**src/rtl/lsu_mem_initiator.sv**
```systemverilog
// lsu_mem_initiator
//   Core-side load/store initiator for the byte-strobe data-memory interface.
//   Accepts one load/store command at a time, builds the word address, byte
//   strobes and lane-replicated write data, issues the request, waits for the
//   response and returns aligned, sign/zero-extended load data or an error.
//   At most one transaction is outstanding.
//
//   Optional feature: define LSU_RSP_TIMEOUT_EN to abort a response wait after
//   TIMEOUT_CYCLES cycles with res_err_o=1. Without it WAIT_RSP waits forever.
//
// Ports
//   clk_i, rstn_i            clock, synchronous active-low reset
//   cmd_*                    command from execute stage (valid/ready)
//   req_*                    memory request (valid/ready)
//   rsp_*                    memory response (valid/ready)
//   res_*                    result to the core (valid/ready)
module lsu_mem_initiator #(
  parameter int DATA_WIDTH     = 32,
  parameter int TIMEOUT_CYCLES = 16
) (
  input  logic                    clk_i,
  input  logic                    rstn_i,
  input  logic                    cmd_valid_i,
  output logic                    cmd_ready_o,
  input  logic                    cmd_write_i,
  input  logic [1:0]              cmd_size_i,
  input  logic                    cmd_unsigned_i,
  input  logic [DATA_WIDTH-1:0]   cmd_addr_i,
  input  logic [DATA_WIDTH-1:0]   cmd_wdata_i,
  output logic [DATA_WIDTH-1:0]   req_addr_o,
  output logic [DATA_WIDTH-1:0]   req_data_o,
  output logic [DATA_WIDTH/8-1:0] req_strobe_o,
  output logic                    req_write_o,
  output logic                    req_valid_o,
  input  logic                    req_ready_i,
  input  logic [DATA_WIDTH-1:0]   rsp_data_i,
  input  logic                    rsp_err_i,
  input  logic                    rsp_valid_i,
  output logic                    rsp_ready_o,
  output logic                    res_valid_o,
  input  logic                    res_ready_i,
  output logic [DATA_WIDTH-1:0]   res_data_o,
  output logic                    res_misaligned_o,
  output logic                    res_err_o
);

  typedef enum logic [1:0] {IDLE, REQ, WAIT_RSP, DONE} state_t;

  state_t                  state_q, state_d;
  logic [1:0]              size_q, size_d;
  logic                    uns_q, uns_d;
  logic [1:0]              off_q, off_d;
  logic                    write_q, write_d;
  logic [DATA_WIDTH-1:0]   req_addr_q, req_addr_d;
  logic [DATA_WIDTH-1:0]   req_data_q, req_data_d;
  logic [DATA_WIDTH/8-1:0] req_strobe_q, req_strobe_d;
  logic [DATA_WIDTH-1:0]   res_data_q, res_data_d;
  logic                    res_mis_q, res_mis_d;
  logic                    res_err_q, res_err_d;

`ifdef LSU_RSP_TIMEOUT_EN
  localparam int TMO_W = (TIMEOUT_CYCLES > 2) ? $clog2(TIMEOUT_CYCLES) : 1;
  localparam logic [TMO_W-1:0] TMO_LAST = TMO_W'(TIMEOUT_CYCLES - 1);
  logic [TMO_W-1:0] tmo_q, tmo_d;
`endif

  // Loads always read the full word; stores enable only the addressed lanes.
  function automatic logic [DATA_WIDTH/8-1:0] calc_strobe(input logic       wr,
                                                          input logic [1:0] sz,
                                                          input logic [1:0] off);
    logic [DATA_WIDTH/8-1:0] s;
    s = 4'b1111;
    if (wr) begin
      case (sz)
        2'd0:    s = 4'b0001 << off;
        2'd1:    s = 4'b0011 << off;
        default: s = 4'b1111;
      endcase
    end
    return s;
  endfunction

  // Replicating the store data into every lane lets the responder pick any lane.
  function automatic logic [DATA_WIDTH-1:0] calc_wdata(input logic [1:0]            sz,
                                                       input logic [DATA_WIDTH-1:0] wd);
    logic [DATA_WIDTH-1:0] d;
    case (sz)
      2'd0:    d = {4{wd[7:0]}};
      2'd1:    d = {2{wd[15:0]}};
      default: d = wd;
    endcase
    return d;
  endfunction

  function automatic logic is_misaligned(input logic [1:0] sz, input logic [1:0] off);
    logic m;
    case (sz)
      2'd0:    m = 1'b0;
      2'd1:    m = off[0];
      2'd2:    m = (off != 2'b00);
      default: m = 1'b1;
    endcase
    return m;
  endfunction

  function automatic logic [DATA_WIDTH-1:0] fmt_load(input logic [DATA_WIDTH-1:0] rd,
                                                     input logic [1:0]            sz,
                                                     input logic                  uns,
                                                     input logic [1:0]            off);
    logic [DATA_WIDTH-1:0] lane;
    logic signed [7:0]     b8;
    logic signed [15:0]    h16;
    logic [DATA_WIDTH-1:0] r;
    lane = rd >> {off, 3'b000};
    b8   = $signed(lane[7:0]);
    h16  = $signed(lane[15:0]);
    case (sz)
      2'd0:    r = uns ? {24'b0, lane[7:0]}  : DATA_WIDTH'(b8);
      2'd1:    r = uns ? {16'b0, lane[15:0]} : DATA_WIDTH'(h16);
      default: r = lane;
    endcase
    return r;
  endfunction

  always_comb begin
    state_d      = state_q;
    size_d       = size_q;
    uns_d        = uns_q;
    off_d        = off_q;
    write_d      = write_q;
    req_addr_d   = req_addr_q;
    req_data_d   = req_data_q;
    req_strobe_d = req_strobe_q;
    res_data_d   = res_data_q;
    res_mis_d    = res_mis_q;
    res_err_d    = res_err_q;
`ifdef LSU_RSP_TIMEOUT_EN
    tmo_d        = tmo_q;
`endif
    case (state_q)
      IDLE: begin
        if (cmd_valid_i) begin
          write_d      = cmd_write_i;
          size_d       = cmd_size_i;
          uns_d        = cmd_unsigned_i;
          off_d        = cmd_addr_i[1:0];
          req_addr_d   = {cmd_addr_i[DATA_WIDTH-1:2], 2'b00};
          req_data_d   = cmd_write_i ? calc_wdata(cmd_size_i, cmd_wdata_i) : '0;
          req_strobe_d = calc_strobe(cmd_write_i, cmd_size_i, cmd_addr_i[1:0]);
          res_data_d   = '0;
          res_err_d    = 1'b0;
          res_mis_d    = is_misaligned(cmd_size_i, cmd_addr_i[1:0]);
          // Misaligned/illegal commands never reach the memory.
          state_d      = res_mis_d ? DONE : REQ;
        end
      end
      REQ: begin
        if (req_ready_i) begin
          state_d = WAIT_RSP;
`ifdef LSU_RSP_TIMEOUT_EN
          tmo_d   = '0;
`endif
        end
      end
      WAIT_RSP: begin
        if (rsp_valid_i) begin
          res_err_d  = rsp_err_i;
          res_data_d = (rsp_err_i || write_q) ? '0 : fmt_load(rsp_data_i, size_q, uns_q, off_q);
          state_d    = DONE;
        end
`ifdef LSU_RSP_TIMEOUT_EN
        else if (tmo_q == TMO_LAST) begin
          res_err_d  = 1'b1;
          res_data_d = '0;
          state_d    = DONE;
        end else begin
          tmo_d = tmo_q + 1'b1;
        end
`endif
      end
      DONE: begin
        if (res_ready_i) state_d = IDLE;
      end
      default: state_d = IDLE;
    endcase
  end

  always_ff @(posedge clk_i) begin
    if (!rstn_i) begin
      state_q      <= IDLE;
      size_q       <= 2'b00;
      uns_q        <= 1'b0;
      off_q        <= 2'b00;
      write_q      <= 1'b0;
      req_addr_q   <= '0;
      req_data_q   <= '0;
      req_strobe_q <= '0;
      res_data_q   <= '0;
      res_mis_q    <= 1'b0;
      res_err_q    <= 1'b0;
`ifdef LSU_RSP_TIMEOUT_EN
      tmo_q        <= '0;
`endif
    end else begin
      state_q      <= state_d;
      size_q       <= size_d;
      uns_q        <= uns_d;
      off_q        <= off_d;
      write_q      <= write_d;
      req_addr_q   <= req_addr_d;
      req_data_q   <= req_data_d;
      req_strobe_q <= req_strobe_d;
      res_data_q   <= res_data_d;
      res_mis_q    <= res_mis_d;
      res_err_q    <= res_err_d;
`ifdef LSU_RSP_TIMEOUT_EN
      tmo_q        <= tmo_d;
`endif
    end
  end

  assign cmd_ready_o      = (state_q == IDLE);
  assign req_valid_o      = (state_q == REQ);
  assign rsp_ready_o      = (state_q == WAIT_RSP);
  assign res_valid_o      = (state_q == DONE);
  assign req_addr_o       = req_addr_q;
  assign req_data_o       = req_data_q;
  assign req_strobe_o     = req_strobe_q;
  assign req_write_o      = write_q;
  assign res_data_o       = res_data_q;
  assign res_misaligned_o = res_mis_q;
  assign res_err_o        = res_err_q;

endmodule

```
**config.mk**
```make
export PLATFORM = sky130hd
export DESIGN_NAME = lsu_mem_initiator
export DESIGN_NICKNAME = d
export VERILOG_FILES = /design/src/rtl/lsu_mem_initiator.sv
export SDC_FILE = /design/constraint.sdc
export NUM_CORES = 1
export LEC_CHECK = 0
export ABC_AREA = 0
export CAP_MARGIN = 20
export CORE_MARGIN = 2
export CORE_UTILIZATION = 39
export CTS_BUF_LIST = sky130_fd_sc_hd__clkbuf_8
export CTS_CLUSTER_DIAMETER = 200
export DETAILED_ROUTE_END_ITERATION = 10
export PLACE_DENSITY_LB_ADDON = 0.3
export SLEW_MARGIN = 15
export SYNTH_ARGS = -nofsm -noshare
export SYNTH_HDL_FRONTEND = slang
export SYNTH_SLANG_ARGS = --single-unit
```
**constraint.sdc**
```tcl
create_clock -name clk_i -period 2 [get_ports clk_i]
set_clock_uncertainty 0.15 [all_clocks]
set_input_delay 0.4 -clock clk_i [delete_from_list [all_inputs] [get_ports clk_i]]
set_output_delay 0.4 -clock clk_i [all_outputs]
set_load 0.02 [all_outputs]
```
==> impl_metrics.xml <==
<?xml version="1.0" encoding="UTF-8"?>
<metrics>
  <group name="global_routing">
    <metric name="vias_in_the_first_global_route" unit="">4873</metric>
    <metric name="grt_max_degree" unit="">47</metric>
    <metric name="wire_length_of_the_first_global_routing_pass" unit="µm">23500</metric>
    <metric name="grt_antenna_before_repair" unit="">0</metric>
    <metric name="overflow" unit="">0</metric>
    <metric name="grtUsageTotal" unit="%">22.5</metric>
  </group>
  <group name="worst_hold_path">
    <metric name="min_from" unit="">req_addr_o[24]$_SDFFE_PN0P_</metric>
    <metric name="worstHoldPathType" unit="">reg2reg</metric>
  </group>
  <group name="die">
    <metric name="initial_utilization" unit="%">40.1</metric>
    <metric name="boundary_pin_count" unit="">214</metric>
    <metric name="std_cell_rows" unit="">40</metric>
    <metric name="floorplan.die.height" unit="µm">115</metric>
    <metric name="die_width" unit="µm">115</metric>
    <metric name="core_area" unit="µm²">12100</metric>
    <metric name="dieArea" unit="µm²">13300</metric>
  </group>
  <group name="route">
    <metric name="post_drt_via_cell_ratio" unit="">5.20</metric>
    <metric name="routed-via-count" unit="">4868</metric>
    <metric name="drt_wl_total" unit="µm">15300</metric>
    <metric name="drt_iter0_drc" unit="">301</metric>
    <metric name="drt_drc_violations_left" unit="">0</metric>
    <metric name="drtAntennaViolNets" unit="">0</metric>
    <metric name="routed_wire_length_per_instance" unit="µm">16.3</metric>
    <metric name="detail_route.first_pass.iterations" unit="">5</metric>
  </group>
  <group name="timing">
    <metric name="maxSlewViolCount" unit="">0</metric>
    <metric name="fmax" unit="GHz">0.509</metric>
    <metric name="report.final.setup_viol" unit="">0</metric>
    <metric name="grt_setup_unrepaired" unit="">yes</metric>
    <metric name="period_minus_slack" unit="ns">1.96</metric>
    <metric name="timing.final.crit_share" unit="%">98.2</metric>
    <metric name="setup_slack" unit="ns">0.0368</metric>
    <metric name="hold_violations" unit="">0</metric>
  </group>
  <group name="clock_tree">
    <metric name="ctsHoldBuffers" unit="">0</metric>
    <metric name="clock_sinks" unit="">108</metric>
    <metric name="cts_root_buf" unit="">clkbuf_8</metric>
    <metric name="h-tree-depth" unit="">3</metric>
    <metric name="tritoncts" unit="">built</metric>
    <metric name="cts-root-to-sink-buffers" unit="">2</metric>
    <metric name="clk_pin_slew_worst_paths" unit="ns">0.09</metric>
    <metric name="numCtsBuffers" unit="">9</metric>
    <metric name="clk_latency" unit="ns">0.38</metric>
  </group>
  <group name="final_layout">
    <metric name="design.final.nets" unit="">877</metric>
    <metric name="layoutNonFillerInstCount" unit="">937</metric>
    <metric name="regArea" unit="µm²">2170</metric>
    <metric name="area.growth.synth_to_final" unit="%">56.5</metric>
    <metric name="final_common_cell" unit="">clkdlybuf4s50_1</metric>
    <metric name="post-route-cell-area" unit="µm²">7560</metric>
    <metric name="multi_input_comb_area" unit="µm²">2460</metric>
    <metric name="layout.filler_cells" unit="">1007</metric>
    <metric name="most_frequent_cells_in_the_layout" unit="">clkdlybuf4s50_1, dfxtp_1, nand2_1</metric>
    <metric name="antenna_cells_inserted" unit="">0</metric>
    <metric name="final_layout_size_suffix_gt1_share" unit="%">8.84</metric>
  </group>
  <group name="placed_design">
    <metric name="buffer_ports.inserted" unit="">211</metric>
    <metric name="place.detailed.hpwl" unit="µm">11300</metric>
    <metric name="preCtsSetupSlack" unit="ns">-0.341</metric>
    <metric name="final_weighted_congestion_of_routability_driven_global_placement" unit="">0.868</metric>
    <metric name="post_dp_cell_area" unit="µm²">7320</metric>
    <metric name="post-place-cells" unit="">922</metric>
  </group>
  <group name="logic_synthesis">
    <metric name="synth-edff-count" unit="">0</metric>
    <metric name="synth_top_area_share" unit="%">44.7</metric>
    <metric name="post_synth_inst_count" unit="">555</metric>
    <metric name="ys_dominant_reg_cell" unit="">dfxtp_1</metric>
    <metric name="synth_largest_area_cell" unit="">dfxtp_1</metric>
    <metric name="ys_types" unit="">46</metric>
    <metric name="synthArstFlopShare" unit="%">0</metric>
    <metric name="ys_top_cells_by_area" unit="">dfxtp_1, nand2_1, nor2_1</metric>
    <metric name="synth_seq_cells" unit="">108</metric>
    <metric name="syn_area" unit="µm²">4830</metric>
    <metric name="sequential_to_total_area_share_from_yosys_stat" unit="%">44.7</metric>
    <metric name="syn_avg_cell_area" unit="µm²">8.71</metric>
    <metric name="yosysWarnings" unit="">0</metric>
  </group>
  <group name="setup_path">
    <metric name="crit_chain" unit="">inv_1 -&gt; ha_4 -&gt; clkdlybuf4s15_1</metric>
    <metric name="crit_type" unit="">reg2out</metric>
    <metric name="r2r_setup_slack" unit="ns">0.13</metric>
    <metric name="crit_arrival" unit="ns">1.41</metric>
    <metric name="setup.worst_path.end_class" unit="">output pin</metric>
    <metric name="crit_fanout" unit="">8</metric>
    <metric name="cp_num_buf_inv" unit="">2</metric>
    <metric name="timing.critical_path.slowest_stage_cell" unit="">dfxtp_2</metric>
    <metric name="crit_family" unit="">buffers and inverters</metric>
    <metric name="crit_path_start_kind" unit="">register</metric>
    <metric name="setup.worst_path.start" unit="">state_q[1]$_SDFFE_PN0P_</metric>
    <metric name="critical_path.reg2reg.startpoint" unit="">state_q[0]$_SDFFE_PN0P_</metric>
    <metric name="slowest_delay" unit="ns">0.36</metric>
    <metric name="cp.required" unit="ns">1.45</metric>
  </group>
  <group name="status">
    <metric name="run_status" unit="">completed</metric>
  </group>
  <group name="run">
    <metric name="drv_cap" unit="">0</metric>
  </group>
  <group name="power_and_ir_drop">
    <metric name="lkg_pwr" unit="nW">2.76</metric>
    <metric name="max-vdd-ir-drop" unit="V">0.000487</metric>
    <metric name="power.density_cell_area" unit="nW/µm²">942</metric>
  </group>
</metrics>
## cells by family (layout without fill, tap and decap cells)
logic type	count (synthesis)	after routing	synth area share, %
simple gates	190	190	18.0
compound gates	167	167	23.2
flops	108	108	44.7
buf+inv	51	264	5.23
mux	33	33	7.48
fa+ha+maj	5	5	1.29
other cells	1	2	0.0776
## metal layers
metal  track usage (%)  up-vias  part of all wire, %
met5                 0        -                    0
met3              7.33       24                  8.4
met4              10.9        0                  2.8
li1                  -     2364                    -
met1              27.1     2297                   41
met2              36.3      183                   48
## report_power, final
part           switching (mW)  leakage [nW]  internal (mW)
clock                   0.733         0.111          0.765
combinational            1.65          1.77           1.39
sequential              0.170         0.880           2.41
## cells in the mapped netlist (2+ instances only)
cell type / number
a32o_1: 8
a32oi_1: 7
mux2i_1: 17
mux2_1: 15
o221a_1: 3
o21a_1: 8
nor3_1: 4
a31oi_1: 2
clkbuf_1: 31
inv_2: 2
nand3b_1: 9
a211o_1: 7
buf_2: 6
buf_1: 2
and2_1: 8
nor2_1: 57
nand2_1: 91
buf_4: 2
nor4_4: 2
o211ai_1: 2
nor2b_1: 9
nand2b_1: 5
ha_1: 5
o21ai_0: 2
buf_6: 2
a22oi_1: 26
o21ai_1: 40
inv_1: 3
dfxtp_1: 108
a2bb2oi_1: 15
a21oi_1: 42
## metrics by stage
stage | hold slack [ns] | setup TNS, ns | power [mW] | utilization [%]
floorplan | 0.295 | 0 | 4.39 | -
global placement | 0.291 | -7.01 | 5.58 | 60.7
detailed placement | 0.298 | -9.96 | 5.67 | 60.7
CTS | 0.312 | 0 | 7.16 | 62.6
global route | 0.337 | -0.0107 | 7.49 | 62.7
finish | 0.311 | 0 | 7.12 | 62.7
## worst paths after layout
kind	end	cells after the start
worst max-delay path	cmd_ready_o	3
worst min-delay path	req_addr_o[24]$_SDFFE_PN0P_	2
worst max register to register	res_data_o[24]$_SDFFE_PN0P_	8
worst min register to register	req_addr_o[24]$_SDFFE_PN0P_	2
## final cells by class
class | count | area share (%)
Inverter | 5 | 0.248
Tap cell | 168 | 2.78
Clock buffer | 11 | 2.00
Multi-Input combinational cell | 397 | 32.6
Timing Repair Buffer | 244 | 32.8
Clock inverter | 4 | 0.959
Sequential cell | 108 | 28.6
## worst min-delay path, cell delays in order (launching register included)
cell and delay [ns]:
dfxtp_1 0.32, nand2_1 0.05, a21oi_1 0.05
## state kept, by name, indices dropped and copies added (netlist names)
signal / cells
req_data_o: 32
res_data_o: 32
req_addr_o: 30
req_strobe_o: 4
off_q: 2
size_q: 2
state_q: 2
req_write_o: 1
res_err_o: 1
res_misaligned_o: 1
uns_q: 1
## what timing repair did
item,in CTS,in global routing
endpoints found under the setup margin,5,12
pin swaps,0,1
setup buffers,0,0
gates resized for setup,9,4
(Power assumes the default switching activity.)
